===== src/rtl/edge_detect_sync_pkg.sv =====
// Shared types and sizing helpers for the multi-channel synchronising edge detector.
package edge_det_pkg;

  typedef enum logic [1:0] {
    EDGE_OFF  = 2'b00,
    EDGE_RISE = 2'b01,
    EDGE_FALL = 2'b10,
    EDGE_BOTH = 2'b11
  } edge_mode_t;

  // Debounce counter width: enough to hold FILT_CYCLES-1, never narrower than one bit.
  function automatic int cnt_width(input int filt);
    return ($clog2(filt + 1) < 1) ? 1 : $clog2(filt + 1);
  endfunction

endpackage


===== src/rtl/edge_chan.sv =====
// One channel: async-input synchroniser, glitch filter, mode-qualified edge pulses, sticky flag.
module edge_chan
  import edge_det_pkg::*;
#(
  parameter int   SYNC_STAGES = 2,
  parameter int   FILT_CYCLES = 0,
  parameter logic RST_VAL     = 1'b0
) (
  input  logic       clk,
  input  logic       rst_n,
  input  logic       sig,
  input  logic [1:0] mode,
  input  logic       clr,
  output logic       level,
  output logic       rise,
  output logic       fall,
  output logic       flag
);

  logic [SYNC_STAGES-1:0] sync;
  logic                   s;
  logic                   update;
  logic                   rise_nxt;
  logic                   fall_nxt;
  edge_mode_t             mode_e;

  assign s = sync[SYNC_STAGES-1];

  // NOTE: rst_n is tested inside the clocked block, so reset is synchronous to clk.
  always_ff @(posedge clk) begin
    if (!rst_n) begin
      sync <= {SYNC_STAGES{RST_VAL}};
    end else begin
      // NOTE: non-blocking assignments let every stage shift on the same edge.
      sync <= {sync[SYNC_STAGES-2:0], sig};
    end
  end

  if (FILT_CYCLES == 0) begin : g_bypass
    assign update = (s != level);

    always_ff @(posedge clk) begin
      if (!rst_n) begin
        level <= RST_VAL;
      end else begin
        level <= s;
      end
    end
  end else begin : g_filt
    localparam int            CW   = cnt_width(FILT_CYCLES);
    localparam logic [CW-1:0] LAST = CW'(FILT_CYCLES - 1);

    logic [CW-1:0] cnt;

    // The level flips on the edge where the differing run reaches FILT_CYCLES samples.
    assign update = (s != level) && (cnt == LAST);

    always_ff @(posedge clk) begin
      if (!rst_n) begin
        cnt   <= '0;
        level <= RST_VAL;
      end else if (s == level) begin
        cnt <= '0;
      end else if (cnt == LAST) begin
        cnt   <= '0;
        level <= s;
      end else begin
        cnt <= cnt + 1'b1;
      end
    end
  end

  // Mode is looked at only at the update edge; a mid-filter change does not disturb the count.
  assign mode_e   = edge_mode_t'(mode);
  assign rise_nxt = update &  s & ((mode_e == EDGE_RISE) || (mode_e == EDGE_BOTH));
  assign fall_nxt = update & ~s & ((mode_e == EDGE_FALL) || (mode_e == EDGE_BOTH));

  always_ff @(posedge clk) begin
    if (!rst_n) begin
      rise <= 1'b0;
      fall <= 1'b0;
      flag <= 1'b0;
    end else begin
      rise <= rise_nxt;
      fall <= fall_nxt;
      // Set beats clear so an event arriving with a clear is never lost.
      flag <= (flag & ~clr) | rise_nxt | fall_nxt;
    end
  end

endmodule


===== src/rtl/edge_detect_sync.sv =====
// N_CH independent synchronising edge detectors plus a global sticky-flag summary.
module edge_detect_sync
  import edge_det_pkg::*;
#(
  parameter int              N_CH        = 4,
  parameter int              SYNC_STAGES = 2,
  parameter int              FILT_CYCLES = 0,
  parameter logic [N_CH-1:0] RST_VAL     = {N_CH{1'b0}}
) (
  input  logic                clk,
  input  logic                rst_n,
  input  logic [N_CH-1:0]     sig_i,
  input  logic [2*N_CH-1:0]   mode_i,
  input  logic [N_CH-1:0]     clr_i,
  output logic [N_CH-1:0]     level_o,
  output logic [N_CH-1:0]     rise_o,
  output logic [N_CH-1:0]     fall_o,
  output logic [N_CH-1:0]     edge_o,
  output logic [N_CH-1:0]     flag_o,
  output logic                any_flag_o
);

  for (genvar c = 0; c < N_CH; c++) begin : g_ch
    edge_chan #(
      .SYNC_STAGES (SYNC_STAGES),
      .FILT_CYCLES (FILT_CYCLES),
      .RST_VAL     (RST_VAL[c])
    ) u_chan (
      .clk   (clk),
      .rst_n (rst_n),
      .sig   (sig_i[c]),
      .mode  (mode_i[2*c+1:2*c]),
      .clr   (clr_i[c]),
      .level (level_o[c]),
      .rise  (rise_o[c]),
      .fall  (fall_o[c]),
      .flag  (flag_o[c])
    );
  end

  assign edge_o     = rise_o | fall_o;
  assign any_flag_o = |flag_o;

endmodule


===== config.mk =====
export PLATFORM = sky130hd
export DESIGN_NAME = edge_detect_sync
export DESIGN_NICKNAME = d
export VERILOG_FILES = /design/src/rtl/edge_detect_sync_pkg.sv /design/src/rtl/edge_chan.sv /design/src/rtl/edge_detect_sync.sv
export SDC_FILE = /design/constraint.sdc
export NUM_CORES = 1
export LEC_CHECK = 0
export ABC_AREA = 1
export CAP_MARGIN = 20
export CORE_MARGIN = 8
export CORE_UTILIZATION = 37
export CTS_BUF_LIST = sky130_fd_sc_hd__clkbuf_4 sky130_fd_sc_hd__clkbuf_8
export CTS_CLUSTER_SIZE = 28
export DETAILED_ROUTE_END_ITERATION = 12
export PLACE_DENSITY = 0.77
export SETUP_SLACK_MARGIN = 0.1
export SYNTH_ARGS = -nofsm -noshare
export SYNTH_HDL_FRONTEND = slang
export SYNTH_HIERARCHICAL = 1
export SYNTH_SLANG_ARGS = --single-unit

===== constraint.sdc =====
create_clock -name clk -period 0.8 [get_ports clk]
set_input_delay 0.08 -clock clk [delete_from_list [all_inputs] [get_ports clk]]
set_output_delay 0.08 -clock clk [all_outputs]
set_load 0.005 [all_outputs]

# Word-level counts from Yosys, hierarchy flattened
# Index checks and enable logic that the tools add are counted.
dict set report op_classes {
  eq_ne 16
  n_bitwise 37
  n_reduce_logical 9
}
# op count
set op_table {}
lappend op_table {{$and 1x1->1} 20}
lappend op_table {{$eq 2x2->1 const B} 8}
lappend op_table {{$eq 2x1->1 const B} 4}
lappend op_table {{$logic_or 1x1->1} 8}
lappend op_table {{$not 1->1} 8}
lappend op_table {{$or 1x1->1} 8}
lappend op_table {{$ne 1x1->1} 4}
lappend op_table {{$or 4x4->4} 1}
lappend op_table {{$reduce_or 4->1} 1}
dict set report word_totals {
  ff_bits 24
  input_bits 18
  out_inout_bits 21
  wordCells 82
}

# Depth between registers and ports, before layout
dict set report logic_depth {
  word_depth 5
  mapped_depth 5
  mapped_depth_nobuf 5
}

# Hierarchy
# The synthesis kept the hierarchy.
# mod instances cells_per_inst area_per_inst_um2 seq_area_each_um2
set by_module_without_submodules {}
lappend by_module_without_submodules {edge_chan 4 24 196.4 120.1}
lappend by_module_without_submodules {edge_detect_sync 1 7 36.3 0.0}

# Worst setup path before layout
# No wires, ideal clock.
dict set report synth_timing {
  path_type {reg-to-reg}
  start {register g_ch[0].u_chan.level}
  end {register g_ch[0].u_chan.flag}
  setup_time_ns 0.109
  arrival_ns 0.611
  required_time_ns 0.691
  path_slack_ns 0.080
  stages_incl_launch_ff 6
  n_path_buf 0
  period_less_slack_ns 0.720
  cell_sequence {dfxtp_1 > inv_1 > nand3_1 > nand3_1 > nand2_1 > inv_1}
}
dict set report synth_between {
  elab_chain_cells 5
  elab_cells_between_ends 7
  cone_classes {eq/ne: 1; bitwise: 6}
}
# element line_no
set synth_lines {}
lappend synth_lines {{from (decl)} edge_chan.sv:14} ;# output logic level,
lappend synth_lines {{from (signal assigned)} edge_chan.sv:46} ;# level <= s;
lappend synth_lines {{$ne 1x1->1 (*)} edge_chan.sv:40} ;# assign update = (s != level);
lappend synth_lines {{$and 1x1->1 (2 in a row)} edge_chan.sv:75} ;# assign rise_nxt = update & s & ((mode_e == EDGE_RISE) || (mode_e == EDGE_BOTH));
lappend synth_lines {{$or 1x1->1} edge_chan.sv:87} ;# flag <= (flag & ~clr) | rise_nxt | fall_nxt;
lappend synth_lines {{$or 1x1->1 (*)} edge_chan.sv:87}
lappend synth_lines {{to (signal assigned)} edge_chan.sv:87}
lappend synth_lines {{to (decl)} edge_chan.sv:17} ;# output logic flag
# Every way passes the cells marked *; elsewhere a longest branch is shown, timed or not.
# A chain may end at the register's enable or synchronous reset.

# Worst setup path in the final report
dict set report layout_timing {
  start {register g_ch[0].u_chan.fall}
  end {output port edge_o[0]}
}
dict set report layout_between {
  elab_chain_cells 1
}
# element line_no
set layout_lines {}
lappend layout_lines {{from (decl)} edge_chan.sv:16} ;# output logic fall,
lappend layout_lines {{from (signal assigned)} edge_chan.sv:85} ;# fall <= fall_nxt;
lappend layout_lines {{$or 4x4->4} edge_detect_sync.sv:41} ;# assign edge_o = rise_o | fall_o;
lappend layout_lines {{to (decl)} edge_detect_sync.sv:18} ;# output logic [N_CH-1:0] edge_o,
# No other way between the ends.

==> impl_metrics.tcl <==
set metrics [dict create \
    start_util_pct 38.3 \
    reg2reg_slack_ps -30 \
    yosys.area.top_type "dfxtp_1" \
    wl_mm 2.22 \
    fillers 162 \
    max-vdd-ir-drop_mv 1.09 \
    diodes 0 \
    max_cap_viol_count 0 \
    worstPathRequired_ps 720 \
    slew_viol_final 0 \
    layout.cells.non_filler 183 \
    setup_viol 24 \
    cp-end-kind "output port" \
    worst_path_max_delay_cell "dfxtp_2" \
    core_area_um2 2150 \
    status "finished, violations left" \
    die_y_um 63.1 \
    synth_cells 103 \
    startpoint_type "flop" \
    rsz0062_at_grt "yes" \
    ys_ff_latch 24 \
    drc 0 \
    startpoint "g_ch[0].u_chan/fall" \
    slowest_delay_ps 350 \
    drt_iter0_drc 15 \
    cts_buffer_depth 2 \
    final_common_cell "inv_1" \
    ys_seq_area_share_pct 58.4 \
    antenna_found_initial 0 \
    syn_nets 121 \
    cts_sinks 24 \
    r2r_end "g_ch[3].u_chan/flag" \
    synth_area_um2 822 \
    setup_slack_ps -278 \
    ys_top_cells_by_area "dfxtp_1, inv_1, nand2_1" \
    worstReg2RegStart "g_ch[3].u_chan/level" \
    violations "setup timing" \
    multi_input_area_um2 324 \
    hold_violations 0 \
    synthToLayoutAreaGrowth_pct 81.0 \
    crit_arrival_ps 1000 \
    p_per_area_nw_per_um2 1460 \
    die_x_um 63.1 \
    h-tree-depth 1 \
    boundaryPins 39 \
    layout_common_cells "inv_1, nand2_1, dfxtp_2, buf_6, clkdlybuf4s50_1" \
    seqCellArea_um2 504 \
    critPathKind "flop to output port" \
    synth.top_cell.area_share_pct 58.4 \
    drive_above_1_share_pct 49.0 \
    holdBufCountCts 0 \
    viasPerCell 4.23 \
    fin_crit_sh_pct 135 \
    fin_area_um2 1490 \
    placed_cell_area_um2 1290 \
    cts_root_buffer "clkbuf_4" \
    grt_usage_pct 10.7 \
    dp_hpwl_mm 1.53 \
    pre_cts_ws_ps -261 \
    nets 174 \
    dr.pass1.iters 4 \
    r2r_cells 6 \
    place.gp.congestion 0.691 \
    io_buffers 38 \
    postRouteAntennaNets 0 \
    dp.cells 174 \
    grt_first_pass_wirelength_mm 3.49 \
    die_area_um2 3990 \
    path_max_fanout 2 \
    tightest_slew_ps 163 \
    clkTransAtPathRegs_ps 130 \
    crit_chain "or2_1 -> buf_2" \
    hp-class "primary input to flop" \
    synth_warnings 6 \
    slew_headroom_pct 89.1 \
    grt_pass1_vias 764 \
    tritoncts "done" \
    numCtsBuffers 3 \
    grt.overflow.total 0 \
    synth.distinct_cells 7 \
    finalClockSkew_ps 6.89 \
    clk_latency_ps 300 \
    fp-row-count 17 \
    wl_per_cell_um 12.2 \
    syn_avg_cell_area_um2 7.98 \
    max_freq_mhz 927 \
    leakagePower_nw 0.805 \
    vias 775 \
    cp-endpoint "edge_o[0]" \
    period_needed_ps 1080 \
    grt_start_max_net_pins 21 \
]
critical path, delay by kind of cell, from the launching register on:
| kind | cells | cell delay [ps] |
|---|---|---|
| buffers and inverters | 1 | 130 |
| AND/OR/NAND/NOR | 1 | 210 |
| flip-flops | 1 | 350 |
stage by stage:
step | total power [mW] | util [%] | hold WS [ps] | setup TNS (ps)
2_1_floorplan | 1.34 | - | 173 | 0
3_3_place_gp | 1.52 | 60.2 | 394 | -5400
3_5_place_dp | 1.53 | 60.2 | 404 | -6030
4_1_cts | 2.14 | 64.0 | 275 | -2490
5_1_grt | 2.26 | 69.2 | 287 | -3480
6_report | 2.17 | 69.2 | 276 | -2560
flip-flops by register name, summed over array words and instances, names as in the netlist:
name,flops
g_ch.u_chan/flag,4
g_ch.u_chan/sync,8
g_ch.u_chan/fall,4
g_ch.u_chan/level,4
g_ch.u_chan/rise,4
cells by family after synthesis:
group,count (synthesis),share of synthesized area (%)
buffers and inverters,32,14.6
AND/OR/NAND/NOR,47,26.9
flip-flops,24,58.4
synthesized netlist by cell type:
| cell | number |
|---|---|
| inv_1 | 32 |
| nand3_2 | 4 |
| dfxtp_1 | 24 |
| nand3_1 | 8 |
| or2_1 | 4 |
| nor2_1 | 10 |
| nand2_1 | 21 |
worst min path at each step:
stage	from	to	slack, ps	cells after the start
2_1_floorplan	sig_i[0]	g_ch[0].u_chan/sync[0]	170	2
3_3_place_gp	g_ch[2].u_chan/sync[0]	g_ch[2].u_chan/sync[1]	390	2
3_5_place_dp	g_ch[0].u_chan/sync[0]	g_ch[0].u_chan/sync[1]	400	2
4_1_cts	sig_i[0]	g_ch[0].u_chan/sync[0]	280	3
5_1_grt	sig_i[0]	g_ch[0].u_chan/sync[0]	290	3
6_report	sig_i[1]	g_ch[1].u_chan/sync[0]	280	3
cell type report:
cell class                 count  share of cell area [%]
inverter                      32                    8.41
clock buffer                   4                    2.44
sequential                    24                    33.9
tap                           28                    2.35
timing repair buffer          48                    31.1
multi-input combinational     47                    21.8
what timing repair did:
action / CTS / global route
setup endpoints to repair: 29 / 32
endpoints found under the hold margin: 0 / 0
resized for setup: 120 / 23
buffers inserted: 2 / 3
pin swaps: 9 / 10
metal layers:
metal | part of all wire [%] | routed length, µm | vias up | GRT usage [%]
met2 | 55 | 1230 | 25 | 18.7
met5 | 0 | 0 | - | 0
met4 | 0 | 0 | 0 | 5.13
met3 | 6.5 | 145 | 0 | 4.06
li1 | - | - | 398 | -
met1 | 38 | 848 | 352 | 11.0
power breakdown:
part           total (mW)  switching, mW  internal (mW)
Combinational       0.293          0.117          0.176
Clock               0.620          0.342          0.277
Sequential           1.26         0.0243           1.24
Total                2.17          0.484           1.69
Note: power is estimated with default switching activity, not from simulation.
